**config.mk**
```make
export PLATFORM = sky130hd
export DESIGN_NAME = seq_add_sub
export DESIGN_NICKNAME = d
export VERILOG_FILES = /design/src/rtl/seq_add_sub.sv
export SDC_FILE = /design/constraint.sdc
export NUM_CORES = 1
export LEC_CHECK = 0
export ABC_AREA = 1
export CORE_ASPECT_RATIO = 1.1
export CORE_MARGIN = 1
export CORE_UTILIZATION = 53
export DETAILED_ROUTE_END_ITERATION = 12
export GPL_TIMING_DRIVEN = 0
export PLACE_DENSITY = 0.8
export SETUP_SLACK_MARGIN = 0.2
export SKIP_LAST_GASP = 1
export SLEW_MARGIN = 20
export SYNTH_ARGS = -nofsm -noshare
export SYNTH_HDL_FRONTEND = slang
export SYNTH_SLANG_ARGS = --single-unit
```
**constraint.sdc**
```tcl
create_clock -name clk_i -period 3.7 [get_ports clk_i]
set_input_delay 0.74 -clock clk_i [delete_from_list [all_inputs] [get_ports clk_i]]
set_output_delay 0.74 -clock clk_i [all_outputs]
set_load 0.01 [all_outputs]
```
**src/rtl/seq_add_sub.sv**
```systemverilog
// seq_add_sub: chunk-serial add/subtract with valid/ready handshake and flags; define SEQ_ADD_SUB_SAT_EN for signed saturation
module seq_add_sub #(
  parameter int WIDTH = 16,
  parameter int CHUNK = 4
) (
  input  logic             clk_i,
  input  logic             rst_i,
  input  logic             in_valid_i,
  output logic             in_ready_o,
  input  logic             add_sub_i,
  input  logic [WIDTH-1:0] a_i,
  input  logic [WIDTH-1:0] b_i,
  output logic             out_valid_o,
  input  logic             out_ready_i,
  output logic [WIDTH-1:0] s_o,
  output logic             cout_o,
  output logic             v_o,
  output logic             z_o,
  output logic             n_o
);
  localparam int NCHUNK = WIDTH / CHUNK;
  localparam int CW = NCHUNK > 1 ? $clog2(NCHUNK) : 1;
  if (WIDTH < 2 || WIDTH % CHUNK != 0) begin : g_bad_params
    $error("seq_add_sub: WIDTH must be >= 2 and a multiple of CHUNK");
  end
  typedef enum logic [1:0] {IDLE, RUN, DONE} state_t;
  state_t state_q, state_d;
  logic [WIDTH-1:0] a_q, b_q, r_q, r_d, s_q, s_d;
  logic [CW-1:0] cnt_q;
  logic [CHUNK:0] sum;
  logic c_q, cout_q, v_q, z_q, n_q, v_d, last;
  always_comb begin
    last = cnt_q == CW'(NCHUNK - 1);
    sum = {1'b0, a_q[cnt_q*CHUNK +: CHUNK]} + {1'b0, b_q[cnt_q*CHUNK +: CHUNK]} + (CHUNK+1)'(c_q);
    r_d = r_q;
    r_d[cnt_q*CHUNK +: CHUNK] = sum[CHUNK-1:0];
    v_d = (a_q[WIDTH-1] == b_q[WIDTH-1]) && (r_d[WIDTH-1] != a_q[WIDTH-1]);
`ifdef SEQ_ADD_SUB_SAT_EN
    // on overflow the true result has the sign of A
    s_d = v_d ? {a_q[WIDTH-1], {(WIDTH-1){~a_q[WIDTH-1]}}} : r_d;
`else
    s_d = r_d;
`endif
    state_d = state_q == IDLE ? (in_valid_i ? RUN : IDLE) :
              state_q == RUN  ? (last ? DONE : RUN) :
                                (out_ready_i ? IDLE : DONE);
  end
  always_ff @(posedge clk_i) begin
    if (rst_i) begin
      state_q <= IDLE;
      s_q <= '0;
      cout_q <= 1'b0;
      v_q <= 1'b0;
      z_q <= 1'b0;
      n_q <= 1'b0;
    end else begin
      state_q <= state_d;
      if (state_q == IDLE && in_valid_i) begin
        a_q <= a_i;
        b_q <= b_i ^ {WIDTH{add_sub_i}};
        c_q <= add_sub_i;
        cnt_q <= '0;
      end
      if (state_q == RUN) begin
        r_q <= r_d;
        c_q <= sum[CHUNK];
        cnt_q <= cnt_q + 1'b1;
        if (last) begin
          s_q <= s_d;
          cout_q <= sum[CHUNK];
          v_q <= v_d;
          z_q <= s_d == '0;
          n_q <= s_d[WIDTH-1];
        end
      end
    end
  end
  assign in_ready_o = state_q == IDLE;
  assign out_valid_o = state_q == DONE;
  assign s_o = s_q;
  assign cout_o = cout_q;
  assign v_o = v_q;
  assign z_o = z_q;
  assign n_o = n_q;
endmodule

```
=== Word level (Yosys, flattened, before mapping) ===
Index checks and enable logic that the tools add are counted.

* Flip-flop bits (word level): 73
* Bits in latches: 0
* RAM bits: 0
* Memory bits (read-only): 0
* Bits of input ports: 37
* Output and inout bits: 22
* Logic and storage cells: 45
* Memories kept: 0

* Add/subtract/negate cells: 4
* $mul: 0
* Div/mod/pow operators: 0
* Order comparisons: 0
* Eq/ne operators: 5
* Shifts and indexed selects: 4
* Multiplexer cells: 10
* Bitwise gates (word level): 2
* Reduce and logical (&&, ||, !) cells: 9

{| class="wikitable"
|+ Operators by type and width
! kind !! count
|-
| negator 4 -> 34 bit || 1
|-
| variable shift 4 x 34 -> 16 bit (first input constant) || 1
|-
| variable part select 4 x 34 -> 16 bit || 1
|-
| variable part select 16 x 5 -> 4 bit || 2
|-
| bitwise mux 16 bit || 1
|-
| zero test 16 bit || 1
|-
| bitwise XOR 16 bit || 1
|-
| 2-to-1 mux 2 bit || 6
|-
| AND reduction 2 bit || 4
|-
| adder 4 x 4 -> 5 bit || 1
|-
| adder 5 x 1 -> 5 bit || 1
|-
| == test 2 bit (second input constant) || 2
|-
| 2-to-1 mux 1 bit || 3
|-
| adder 2 x 1 -> 2 bit (second input constant) || 1
|-
| == test 2 x 1 -> 1 bit (second input constant) || 1
|-
| logical AND 1 bit || 2
|-
| zero test 2 bit || 1
|-
| nonzero test 2 bit || 1
|-
| == test 1 bit || 1
|-
| != test 1 bit || 1
|-
| NOT 1 bit || 1
|}

=== Depth between registers and ports, before layout ===
* Depth in word-level cells: 7
* Mapped depth: 19
* Gate-level depth less buffers: 17

=== Worst setup path after synthesis ===
OpenSTA, ideal clock, no wires.

* Path type: register -> register
* From: register cnt_q[0]
* To: register z_q, in the netlist z_o
* Setup time: 0.115 ns
* Data arrival time: 2.781 ns
* Data required time: 3.585 ns
* Setup slack: 0.804 ns
* Stages on the path, launching flop included: 19
* Path through: edfxtp_1 -> buf_6 -> buf_2 -> buf_2 -> o21ai_0 -> o22ai_1 -> fa_1 -> inv_1 -> fa_1 -> nor2_2 -> nand2_1 -> o21ai_1 -> inv_1 -> nand2_1 -> nor2_1 -> nand2_1 -> nor2_2 -> nand3_1 -> a21oi_2

* Word-level cells in the longest chain between the ends: 6
* Elaborated cells on any way between the ends: 11
* Classes of those cells: add/sub (3); eq/ne (1); shift (4); mux (1); reduce/logical (2)

{| class="wikitable"
|+ RTL lines
! element !! line !! text
|-
| from (decl) || 29 || <nowiki>logic [CW-1:0] cnt_q;</nowiki>
|-
| from (signal assigned) || 67 || <nowiki>cnt_q <= cnt_q + 1'b1;</nowiki>
|-
| variable part select 16 x 5 -> 4 bit || 34 || <nowiki>sum = {1'b0, a_q[cnt_q*CHUNK +: CHUNK]} + {1'b0, b_q[cnt_q*CHUNK +: CHUNK]} + (CHUNK+1)'(c_q);</nowiki>
|-
| adder 4 x 4 -> 5 bit || 34 ||
|-
| adder 5 x 1 -> 5 bit || 34 ||
|-
| variable part select 4 x 34 -> 16 bit || 36 || <nowiki>r_d[cnt_q*CHUNK +: CHUNK] = sum[CHUNK-1:0];</nowiki>
|-
| bitwise mux 16 bit * || 36 ||
|-
| via r_d[5] || 28 || <nowiki>logic [WIDTH-1:0] a_q, b_q, r_q, r_d, s_q, s_d;</nowiki>
|-
| zero test 16 bit * || 72 || <nowiki>z_q <= s_d == '0;</nowiki>
|-
| to (signal assigned) || 54 || <nowiki>z_q <= 1'b0;</nowiki>
|-
| to (signal assigned) || 72 ||
|-
| to (decl) || 31 || <nowiki>logic c_q, cout_q, v_q, z_q, n_q, v_d, last;</nowiki>
|}

The timed path passes the listed nets; every way through them passes the cells marked *.
A chain may end at the register's enable or synchronous reset.

=== Final worst setup path ===
Same ends and word-level chain as after synthesis.

==> impl_summary.txt <==
----------------------------------------------------
[Outcome]
  Outcome ... finished clean

[Critical path]
  Critical Path Fanout Max ... 12
  Endpoint kind of the worst setup timing path ... flip-flop
  CP Launch Type ... flip-flop
  Data required time at the worst endpoint ... 3.98 ns
  Setup Crit Path Kind ... reg -> reg
  Data arrival time at the worst-slack endpoint ... around 3.6 ns

[Synth]
  Number of synthesized flops with an enable pin ... 51
  Post-Synthesis Net Count ... 388
  Post-synth top area share ... between 40% and 50%
  Count of unique library cells instantiated by Yosys ... 31
  Number of warnings issued by yosys ... 0
  Prevailing post-synth register cell ... sky130_fd_sc_hd__edfxtp_1
  Most instantiated library cell after synthesis ... sky130_fd_sc_hd__nand2_1
  Per-instance average area after synthesis ... between 9 and 10 sq um
  Post-synthesis sequential element count ... 72
  Post-synthesis cell count ... 340
  Synth top cells by count ... 58 x sky130_fd_sc_hd__nand2_1, 51 x sky130_fd_sc_hd__edfxtp_1, 44 x sky130_fd_sc_hd__inv_1
  Sequential-to-total area share from yosys stat ... between 50 and 60%
  Cell types with the largest area share after synthesis ... sky130_fd_sc_hd__edfxtp_1 45%, sky130_fd_sc_hd__dfxtp_1 12%, sky130_fd_sc_hd__nand2_1 6.4%
  Cell accounting for the most synthesized area ... sky130_fd_sc_hd__edfxtp_1
  Netlist area before placement ... 3390 sq um
  FFs w/ async S/R, synth ... 0%

[Floorplan]
  Row Count ... 30
  Die Footprint ... 6720 sq um
  Starting Density ... about 55%
  Number of top-level design ports ... 59
  Die extent in x ... 78.3 um
  Height of the die ... 85.9 um
  Core footprint ... 6160 sq um

[STA]
  Number of endpoints with negative hold slack in the final report ... 0
  Final-layout setup total negative slack ... 0 ns
  RSZ-0062 raised after global routing ... false
  Skew final ... 0.0102 ns
  Slack of the critical path ... 0.395 ns
  Final count of negative-setup-slack endpoints ... 0
  Max-slew headroom at the worst pin ... 45.6%
  Max-slew violation count ... 0
  Worst hold margin ... 0.504 ns
  F_max ... 303 MHz
  Actual slew at the worst max-slew pin ... a little over 0.8 ns
  Final period utilization ... 89.3%
  Final critical path time including I/O delays and setup ... ~3.3 ns

[Power]
  Maximum VDD drop ... 0.258 mV
  PnR Total Power ... 1960 uW
  LEAKAGE ... 0.00184 uW
  Areal power density over the cells ... 452 nW/um^2

[Drt]
  Average wire per standard cell ... 13.9 um
  Average via count per standard cell ... approximately 5.2
  DRC ... 0
  Routed wire length ... roughly 6900 um
  Total via count after detailed routing ... 2583
  Antenna violation net count after detailed routing ... 0
  Violation count after the first detailed-route iteration ... between 150 and 200
  Drt first pass iters ... 4

[Clock tree]
  Clock root cell ... sky130_fd_sc_hd__clkbuf_8
  Clk pin slew, worst setup/hold paths ... 0.08 ns
  Insertion delay of the later-clocked pin in the worst-skew pair ... around 0.35 ns
  Largest buffer count on any clock path ... 2
  CTS Hold Buffers Added ... 0
  TritonCTS clock tree ... built
  Total CTS buffers ... 9
  CTS H-tree depth ... 3
  Number of sinks on the clock net ... 72

[GRT]
  Met1 GRT Util ... 25.6%
  Global-route layer with the greatest usage ... met2
  First-pass GRT wire length ... between 10000 and 15000 um
  Initial antenna violation count ... 0
  GR Util met2 ... between 30 and 40%
  Overall overflow remaining after global route ... 0
  Number of global-route vias before repair ... 2472
  Largest net degree at the start of global routing ... 31
  Fraction of met3 tracks used by global routing ... 5.11%
  GR Util All Layers ... 22.2%

[Finish]
  Post-Layout Inst Area ... 4340 sq um
  # nets final ... 459
  Ant diodes ... 0
  Fraction of layout instances using a drive strength above 1 ... 11.3%
  Layout Area Growth over Synthesis ... 28.0%

[Placement]
  Port bufs ... 57
  Pre-CTS WS ... 0.162 ns
  Gp weighted congestion ... 0.805
  Placed cell areas ... 4090 sq um
  HPWL reported at the end of detailed placement ... 5200 um

[Flow run]
  Number of max-cap violations ... 0

[Min path]
  Hold/Removal Path Class ... reg -> reg

----------------------------------------------------
-- critical path, cell delays in order, from the launching register on --
cell                       delay (ns)
sky130_fd_sc_hd__edfxtp_1        0.45
sky130_fd_sc_hd__buf_6           0.17
sky130_fd_sc_hd__inv_1           0.20
sky130_fd_sc_hd__clkbuf_4        0.29
sky130_fd_sc_hd__o21ai_0         0.10
sky130_fd_sc_hd__o22ai_1         0.24
sky130_fd_sc_hd__fa_1            0.25
sky130_fd_sc_hd__inv_1           0.06
sky130_fd_sc_hd__fa_1            0.58
sky130_fd_sc_hd__inv_1           0.08
sky130_fd_sc_hd__nand3_2         0.08
sky130_fd_sc_hd__nand2_2         0.07
sky130_fd_sc_hd__nor2_1          0.11
sky130_fd_sc_hd__nand2_1         0.06
sky130_fd_sc_hd__nor2_1          0.08
sky130_fd_sc_hd__nand2_1         0.05
sky130_fd_sc_hd__nor2_1          0.15
sky130_fd_sc_hd__nand3_1         0.12
sky130_fd_sc_hd__a21oi_2         0.12
-- where the power goes --
group | switching, uW | internal, uW
Clock | 292 | 364
Sequential | 20.7 | 920
Combinational | 213 | 151
-- metal layers --
metal	routed length [um]	vias to the layer above
met2	3570	65
met5	0	-
met1	2880	1218
met4	230	0
met3	229	21
li1	-	1279
-- cell families (layout without fill, tap and decap cells) --
kind of cell    Yosys count  in the layout  synth area share (%)
xor+xnor                 16             16                  4.13
simple gates            118            118                  15.1
buf+inv                  59            135                  7.09
fa+ha+maj                11             11                  4.50
compound gates           64             64                  11.6
flops                    72             72                  57.6
-- per-stage QoR --
step	util, %	instances
after detailed placement	66.4	478
after CTS	70.0	494
after global routing	70.5	496
final	70.5	496
after global placement	66.0	477
after floorplan	-	340
-- cell type report --
type	count	area, sq um
multi-input combinational	209	1210
sequential	72	1950
timing repair buffer	60	606
tap	80	100
clock buffer	13	203
inverter	47	176
fill	470	1820
clock inverter	3	17.5
buffer	12	71.3
-- final timing paths --
path	slack [ns]	startpoint	endpoint	cells past startpoint
max reg2reg	0.39	cnt_q[0]	z_o	18
min	0.50	s_o[2]	s_o[2]	2
max	0.39	cnt_q[0]	z_o	18
min reg2reg	0.50	s_o[2]	s_o[2]	2
-- flip-flops by register name, indices dropped and copies added (netlist names) --
signal / flops
a_q: 16
b_q: 16
c_q: 1
cnt_q: 2
cout_o: 1
r_q: 16
s_o: 16
state_q: 2
v_o: 1
z_o: 1
-- cell usage in the layout (no fill, tap or decap), types with 2 or more instances in the layout --
cell type,count
sky130_fd_sc_hd__inv_2,2
sky130_fd_sc_hd__nor2_2,4
sky130_fd_sc_hd__o21a_1,7
sky130_fd_sc_hd__o21ai_1,2
sky130_fd_sc_hd__clkbuf_4,2
sky130_fd_sc_hd__xor2_1,16
sky130_fd_sc_hd__a21oi_2,3
sky130_fd_sc_hd__clkdlybuf4s50_1,57
sky130_fd_sc_hd__buf_2,5
sky130_fd_sc_hd__nand3_2,3
sky130_fd_sc_hd__clkbuf_1,3
sky130_fd_sc_hd__fa_1,2
sky130_fd_sc_hd__dfxtp_1,21
sky130_fd_sc_hd__ha_1,9
sky130_fd_sc_hd__nand4_1,2
sky130_fd_sc_hd__o21ai_0,25
sky130_fd_sc_hd__clkbuf_16,3
sky130_fd_sc_hd__nand2_2,3
sky130_fd_sc_hd__clkbuf_8,9
sky130_fd_sc_hd__o22ai_1,7
sky130_fd_sc_hd__a21oi_1,7
sky130_fd_sc_hd__nor2_4,3
sky130_fd_sc_hd__nand2_1,58
sky130_fd_sc_hd__o211ai_1,5
sky130_fd_sc_hd__nor2_1,31
sky130_fd_sc_hd__clkinv_1,2
sky130_fd_sc_hd__o21bai_1,5
sky130_fd_sc_hd__inv_1,44
sky130_fd_sc_hd__buf_4,3
sky130_fd_sc_hd__a32oi_1,2
sky130_fd_sc_hd__edfxtp_1,51
sky130_fd_sc_hd__nand3_1,13
-- what timing repair did --
| action | CTS | global route |
|---|---|---|
| resized for setup | 1 | 6 |
| buffers inserted | 0 | 2 |
| pin swaps | 0 | 0 |
| endpoints found under the setup margin | 1 | 1 |
Note: power is estimated with default switching activity, not from simulation.
